[config.mk]
export PLATFORM = sky130hd
export DESIGN_NAME = pipe_skid_stage
export DESIGN_NICKNAME = d
export VERILOG_FILES = /design/src/rtl/pipe_skid_stage.sv
export SDC_FILE = /design/constraint.sdc
export NUM_CORES = 1
export LEC_CHECK = 0
export ABC_AREA = 1
export CORE_UTILIZATION = 35
export DETAILED_ROUTE_END_ITERATION = 6
export PLACE_DENSITY = 0.67
export SYNTH_ARGS = -nofsm -noshare
export SYNTH_HDL_FRONTEND = slang
export SYNTH_SLANG_ARGS = --single-unit
[constraint.sdc]
create_clock -name clk -period 15.5 [get_ports clk]
set_input_delay 2.325 -clock clk [delete_from_list [all_inputs] [get_ports clk]]
set_output_delay 2.325 -clock clk [all_outputs]
set_load 0.05 [all_outputs]
[src/rtl/pipe_skid_stage.sv]
// pipe_skid_stage: two-entry skid buffer for instruction/PC pairs.
// in_ready comes from state only, so out_ready never reaches upstream combinationally.
module pipe_skid_stage #(
    parameter int                   INSTR_W   = 32,
    parameter int                   PC_W      = 64,
    parameter logic [INSTR_W-1:0]   NOP_INSTR = 'h13,
    parameter int                   CNT_W     = 16
) (
    input  logic               clk,
    input  logic               reset,
    input  logic               in_valid,
    output logic               in_ready,
    input  logic [INSTR_W-1:0] in_instr,
    input  logic [PC_W-1:0]    in_pc,
    input  logic               flush,
    output logic               out_valid,
    input  logic               out_ready,
    output logic [INSTR_W-1:0] out_instr,
    output logic [PC_W-1:0]    out_pc,
    output logic [1:0]         count,
    output logic [CNT_W-1:0]   stall_cnt
);
    typedef enum logic [1:0] {EMPTY = 2'd0, ONE = 2'd1, TWO = 2'd2} state_t;
    state_t             state, state_n;
    logic [INSTR_W-1:0] main_instr, skid_instr;
    logic [PC_W-1:0]    main_pc, skid_pc;
    logic               accept, emit, load_in, load_skid, skid_to_main;
    assign in_ready     = state != TWO;
    assign out_valid    = state != EMPTY;
    assign count        = state;
    assign accept       = in_valid && in_ready;
    assign emit         = out_valid && out_ready;
    assign out_instr    = out_valid ? main_instr : NOP_INSTR;
    assign out_pc       = out_valid ? main_pc : '0;
    assign load_in      = accept && (state == EMPTY || emit);
    assign load_skid    = accept && state == ONE && !emit;
    assign skid_to_main = state == TWO && emit;
    always_comb begin
        state_n = state;
        case (state)
            EMPTY:   state_n = accept ? ONE : EMPTY;
            ONE:     state_n = (accept && !emit) ? TWO : ((!accept && emit) ? EMPTY : ONE);
            TWO:     state_n = emit ? ONE : TWO;
            default: state_n = EMPTY;
        endcase
        if (flush) state_n = EMPTY;
    end
    always_ff @(posedge clk) begin
        if (reset) begin
            state     <= EMPTY;
            stall_cnt <= '0;
        end else begin
            state <= state_n;
            if (out_valid && !out_ready && stall_cnt != '1) stall_cnt <= stall_cnt + 1'b1;
        end
    end
    // Payload registers need no reset; outputs are masked whenever the stage is empty.
    always_ff @(posedge clk) begin
        if (load_in) begin
            main_instr <= in_instr;
            main_pc    <= in_pc;
        end else if (skid_to_main) begin
            main_instr <= skid_instr;
            main_pc    <= skid_pc;
        end
        if (load_skid) begin
            skid_instr <= in_instr;
            skid_pc    <= in_pc;
        end
    end
endmodule

; After elaboration in Yosys (flattened, before gate mapping)
; Cells that the tools add are included.
[totals]
in_bits = 101
word_cells = 40
regBits = 210
out_inout_bits = 116
[classes]
n_reduce_logical = 18
addsub = 1
n_mux = 11
eq_ne = 4
[op_table]
columns = operator, count
row1 = $mux 64, 3
row2 = $mux 32, 3
row3 = $add 16x1->16 const B, 1
row4 = $ne 16x16->1 const B, 1
row5 = $logic_and 1x1->1, 10
row6 = $pmux 2 s3, 1
row7 = $mux 2, 2
row8 = $reduce_bool 2->1, 2
row9 = $logic_not 1->1, 3
row10 = $eq 2x1->1 const B, 1
row11 = $eq 2x2->1 const B, 1
row12 = $logic_not 2->1, 1
row13 = $mux 1, 2
row14 = $ne 2x2->1 const B, 1
row15 = $reduce_or 2->1, 1
row16 = $logic_or 1x1->1, 1

; Depth between registers and ports, before layout
[logic_depth]
depth_word = 7
ltp_mapped = 9
ltp_nobuf = 9

; Worst setup path before layout
; No wires, ideal clock.
[synth_path]
kind = input-to-reg
from = in out_ready
to = reg skid_instr[0] (enable)
path_stages = 1
setup_time_ps = 797
required_ps = 14703
slack_ps = 3033
n_path_buf = 0
arrival_ps = 11670
path_cell_list = nor4_1
[synth_via]
elab_chain_len = 3
[synth_rtl]
columns = element, line_no
row1 = from (decl), 17  ; input logic out_ready,
row2 = $logic_and 1x1->1, 32  ; assign emit = out_valid && out_ready;
row3 = $logic_not 1->1, 36  ; assign load_skid = accept && state == ONE && !emit;
row4 = $logic_and 1x1->1, 36
row5 = to (signal assigned), 67  ; skid_instr <= in_instr;
row6 = to (decl), 25  ; logic [INSTR_W-1:0] main_instr, skid_instr;
; No other way between the ends.
; A chain may end at the register's enable or synchronous reset.

; Final worst setup path
[layout_path]
from = reg state[1], in the netlist count[1]
to = out out_instr[4]
[layout_via]
elab_chain_len = 2
[layout_rtl]
columns = element, line_no
row1 = from (decl), 24  ; state_t state, state_n;
row2 = from (signal assigned), 53  ; state <= state_n;
row3 = $reduce_bool 2->1, 29  ; assign out_valid = state != EMPTY;
row4 = $mux 32, 33  ; assign out_instr = out_valid ? main_instr : NOP_INSTR;
row5 = to (decl), 18  ; output logic [INSTR_W-1:0] out_instr,
; No other way between the ends.

==> flow_summary.ini <==
[critical_path]
rr_worst_depth = 6
arrival_ps = 3060
critPathLaunch = count[1]$_SDFF_PP0_
cp-start-kind = flop
critical_path_required_ps = 13180
crit_path_end_kind = output port
largest_fanout_on_the_critical_path = 56
crit_type = flop to output port
reg2reg_setup_slack_ps = 12630
critical_path.reg2reg.startpoint = count[1]$_SDFF_PP0_
regToRegEndpoint = main_pc[12]$_DFFE_PP_

[final_layout]
final_design_area_no_fill_mm2 = 0.0120
most_used_cells_in_the_layout_excluding_fill_and_tap_cells = 216 x sky130_fd_sc_hd__clkdlybuf4s50_1, 192 x sky130_fd_sc_hd__edfxtp_1, 141 x sky130_fd_sc_hd__nor2_1, 107 x sky130_fd_sc_hd__inv_1, 67 x sky130_fd_sc_hd__mux2_2
antenna_cells = 0
filler_cell_count = 2185
drive_gt1_share_pct = 15.9
final_common_cell = sky130_fd_sc_hd__clkdlybuf4s50_1
final_nets = 1002
layout-area-overhead-vs-synth_pct = 36.0

[synthesis]
synth_sequential_area_ratio_pct = 69.2
synthesized_net_count = 778
cells_after_synth = 675
yosys_most_used_dff = sky130_fd_sc_hd__edfxtp_1
synth_async_sr_flop_share_pct = 0
avgSynthCellArea_um2 = 13.1
synth-edff-count = 192
summed_instance_area_of_the_synthesized_netlist_mm2 = 0.00885
ys_types = 26
yosysWarningCount = 0
total_of_flip_flops_plus_latches_after_synthesis = 210

[sta]
period_share_pct = 34.7
whs_ps = 527
final.setup_skew_ps = 12.9
max_slew.worst_pin.slew_ps = 995
fmaxAchievable_mhz = 186
final.setup.tns_ps = 0
finalSetupViolations = 0
min_period_ps = 5390
count_of_final_hold_check_violations = 0
rsz_0062_raised_after_global_routing = no
remaining_max_slew_budget_at_the_tightest_pin_pct = 33.6
final_critical_path_setup_slack_ps = 10120
timing.final.max_slew_violations = 0

[global_routing]
pin_count_of_the_biggest_net_entering_global_routing = 65
wire_length_of_the_first_global_routing_pass_um = 29800
first_global_vias = 5579
grt_remaining_overflow = 0
antenna_found_initial = 0
grt.total_usage_pct = 14.5

[drt]
post_drt_via_cell_ratio = 4.51
length_of_the_first_detailed_routing_pass_in_iterations = 4
routed_via_count = 5576
detail-route-antenna-nets = 0
finalWirelength_um = 18900
drc = 0
post_drt_wl_per_cell_um = 15.2
drt_iter0_markers = 308

[placed_design]
place_area_mm2 = 0.0114
portBuffers = 216
gpl.final_weighted_congestion = 0.896
place.detailed.hpwl_um = 12600
pre_cts_slack_ps = 10100

[cts]
clk-insertion-delay-late_ps = 510
clock_tree_from_tritoncts = yes
clockRootBuffer = sky130_fd_sc_hd__clkbuf_16
post_cts_resized = 0
clk_transition_reported_paths_ps = 60
clockBufferDepth = 3
cts-hold-fix-buffers = 0
cts_sinks = 210
tritoncts.num_buffers = 23
number_of_levels_in_the_clock_h_tree = 1
post_cts.repair.setup_buffers = 0

[floorplanning]
placeable_core_area_mm2 = 0.0245
floorplan.die_area_mm2 = 0.0259
io_pins = 217
floorplan.rows = 57
floorplan_die_width_um = 161
initial_cell_density_of_the_core_pct = 36.1
floorplan.die.height_um = 161

[pwr]
cellLeakagePower_nw = 4.57
ir_worst_vdd_mv = 0.0746
totalPowerFinal_mw = 1.29
power_dens_cells_mw_per_mm2 = 107

[worst_hold_path]
hold_path.startpoint = stall_cnt[0]$_SDFFE_PP0P_
worst_hold_path_type = flop to flop
hold_end = stall_cnt[0]$_SDFFE_PP0P_
min_delay_path_depth = 2

[run_status]
status = completed

[run]
max-cap-violations = 0
## critical path, cell delays in order, from the launching register on
cell and delay (ps):
sky130_fd_sc_hd__dfxtp_1 380, sky130_fd_sc_hd__nor2_4 130, sky130_fd_sc_hd__buf_4 380, sky130_fd_sc_hd__buf_4 610, sky130_fd_sc_hd__or2_2 220, sky130_fd_sc_hd__clkdlybuf4s50_1 790
## worst max path at each step
stage / to / slack [ps] / depth (start not counted)
floorplan: skid_instr[0]$_DFFE_PP_ / 3030 / 1
global placement: main_pc[22]$_DFFE_PP_ / 10140 / 6
detailed placement: main_pc[18]$_DFFE_PP_ / 10100 / 6
CTS: out_instr[4] / 10040 / 5
global route: out_instr[4] / 9930 / 5
finish: out_instr[4] / 10120 / 5
## power breakdown
group	internal, mW	switching [mW]	total [mW]	leakage (nW)
clock	0.278	0.212	0.490	0.330
sequential	0.644	0.00546	0.650	1.95
combinational	0.0647	0.0832	0.148	2.30
total	0.987	0.301	1.29	4.57
## cell type report
type / count / area, µm² / share of cell area [%]
clock buffer: 29 / 608 / 5.05
clock inverter: 10 / 62.6 / 0.520
inverter: 109 / 409 / 3.40
multi-input combinational: 333 / 2220 / 18.4
sequential: 210 / 6130 / 50.9
tap: 324 / 405 / 3.37
timing repair buffer: 222 / 2210 / 18.3
## through the flow
step                std cells  utilization [%]
floorplan                 675                -
global placement         1198             46.3
detailed placement       1198             46.3
CTS                      1237             49.1
global route             1237             49.1
finish                   1237             49.1
## cells by family (layout without fill, tap and decap cells)
kind of cell | after synthesis | count (layout) | share of synthesized area, %
compound gates | 15 | 15 | 0.905
fa+ha+maj | 2 | 2 | 0.283
buf+inv | 132 | 370 | 6.02
flops | 210 | 210 | 69.2
mux | 96 | 96 | 13.4
simple gates | 220 | 220 | 10.1
## synthesized netlist by cell type, types with 3 or more instances
cell,number,area (µm²)
sky130_fd_sc_hd__nand4_1,7,43.8
sky130_fd_sc_hd__buf_2,6,30.0
sky130_fd_sc_hd__or2_2,3,18.8
sky130_fd_sc_hd__nand2_2,4,25.0
sky130_fd_sc_hd__edfxtp_1,192,5770
sky130_fd_sc_hd__mux2_2,67,754
sky130_fd_sc_hd__clkbuf_1,12,45.0
sky130_fd_sc_hd__dfxtp_1,18,360
sky130_fd_sc_hd__nand3_1,16,80.1
sky130_fd_sc_hd__inv_1,107,402
sky130_fd_sc_hd__o21ai_0,3,15.0
sky130_fd_sc_hd__mux2_4,29,435
sky130_fd_sc_hd__nand2_1,42,158
sky130_fd_sc_hd__buf_6,4,45.0
sky130_fd_sc_hd__nor2_1,142,533
sky130_fd_sc_hd__a21oi_1,10,50.1
## state kept, by name, summed over array words and instances, names as in the netlist
register / flops
skid_pc: 64
stall_cnt: 16
main_instr: 32
skid_instr: 32
count: 2
main_pc: 64
## layer usage
| metal | global-route usage, % | part of all wire [%] | vias up |
|---|---|---|---|
| met5 | 0 | 0 | - |
| met4 | 3.34 | 1.6 | 0 |
| met3 | 3.06 | 5.4 | 23 |
| met2 | 24.6 | 48 | 159 |
| met1 | 19.1 | 44 | 2678 |
| li1 | - | - | 2716 |
(Power assumes the default switching activity.)
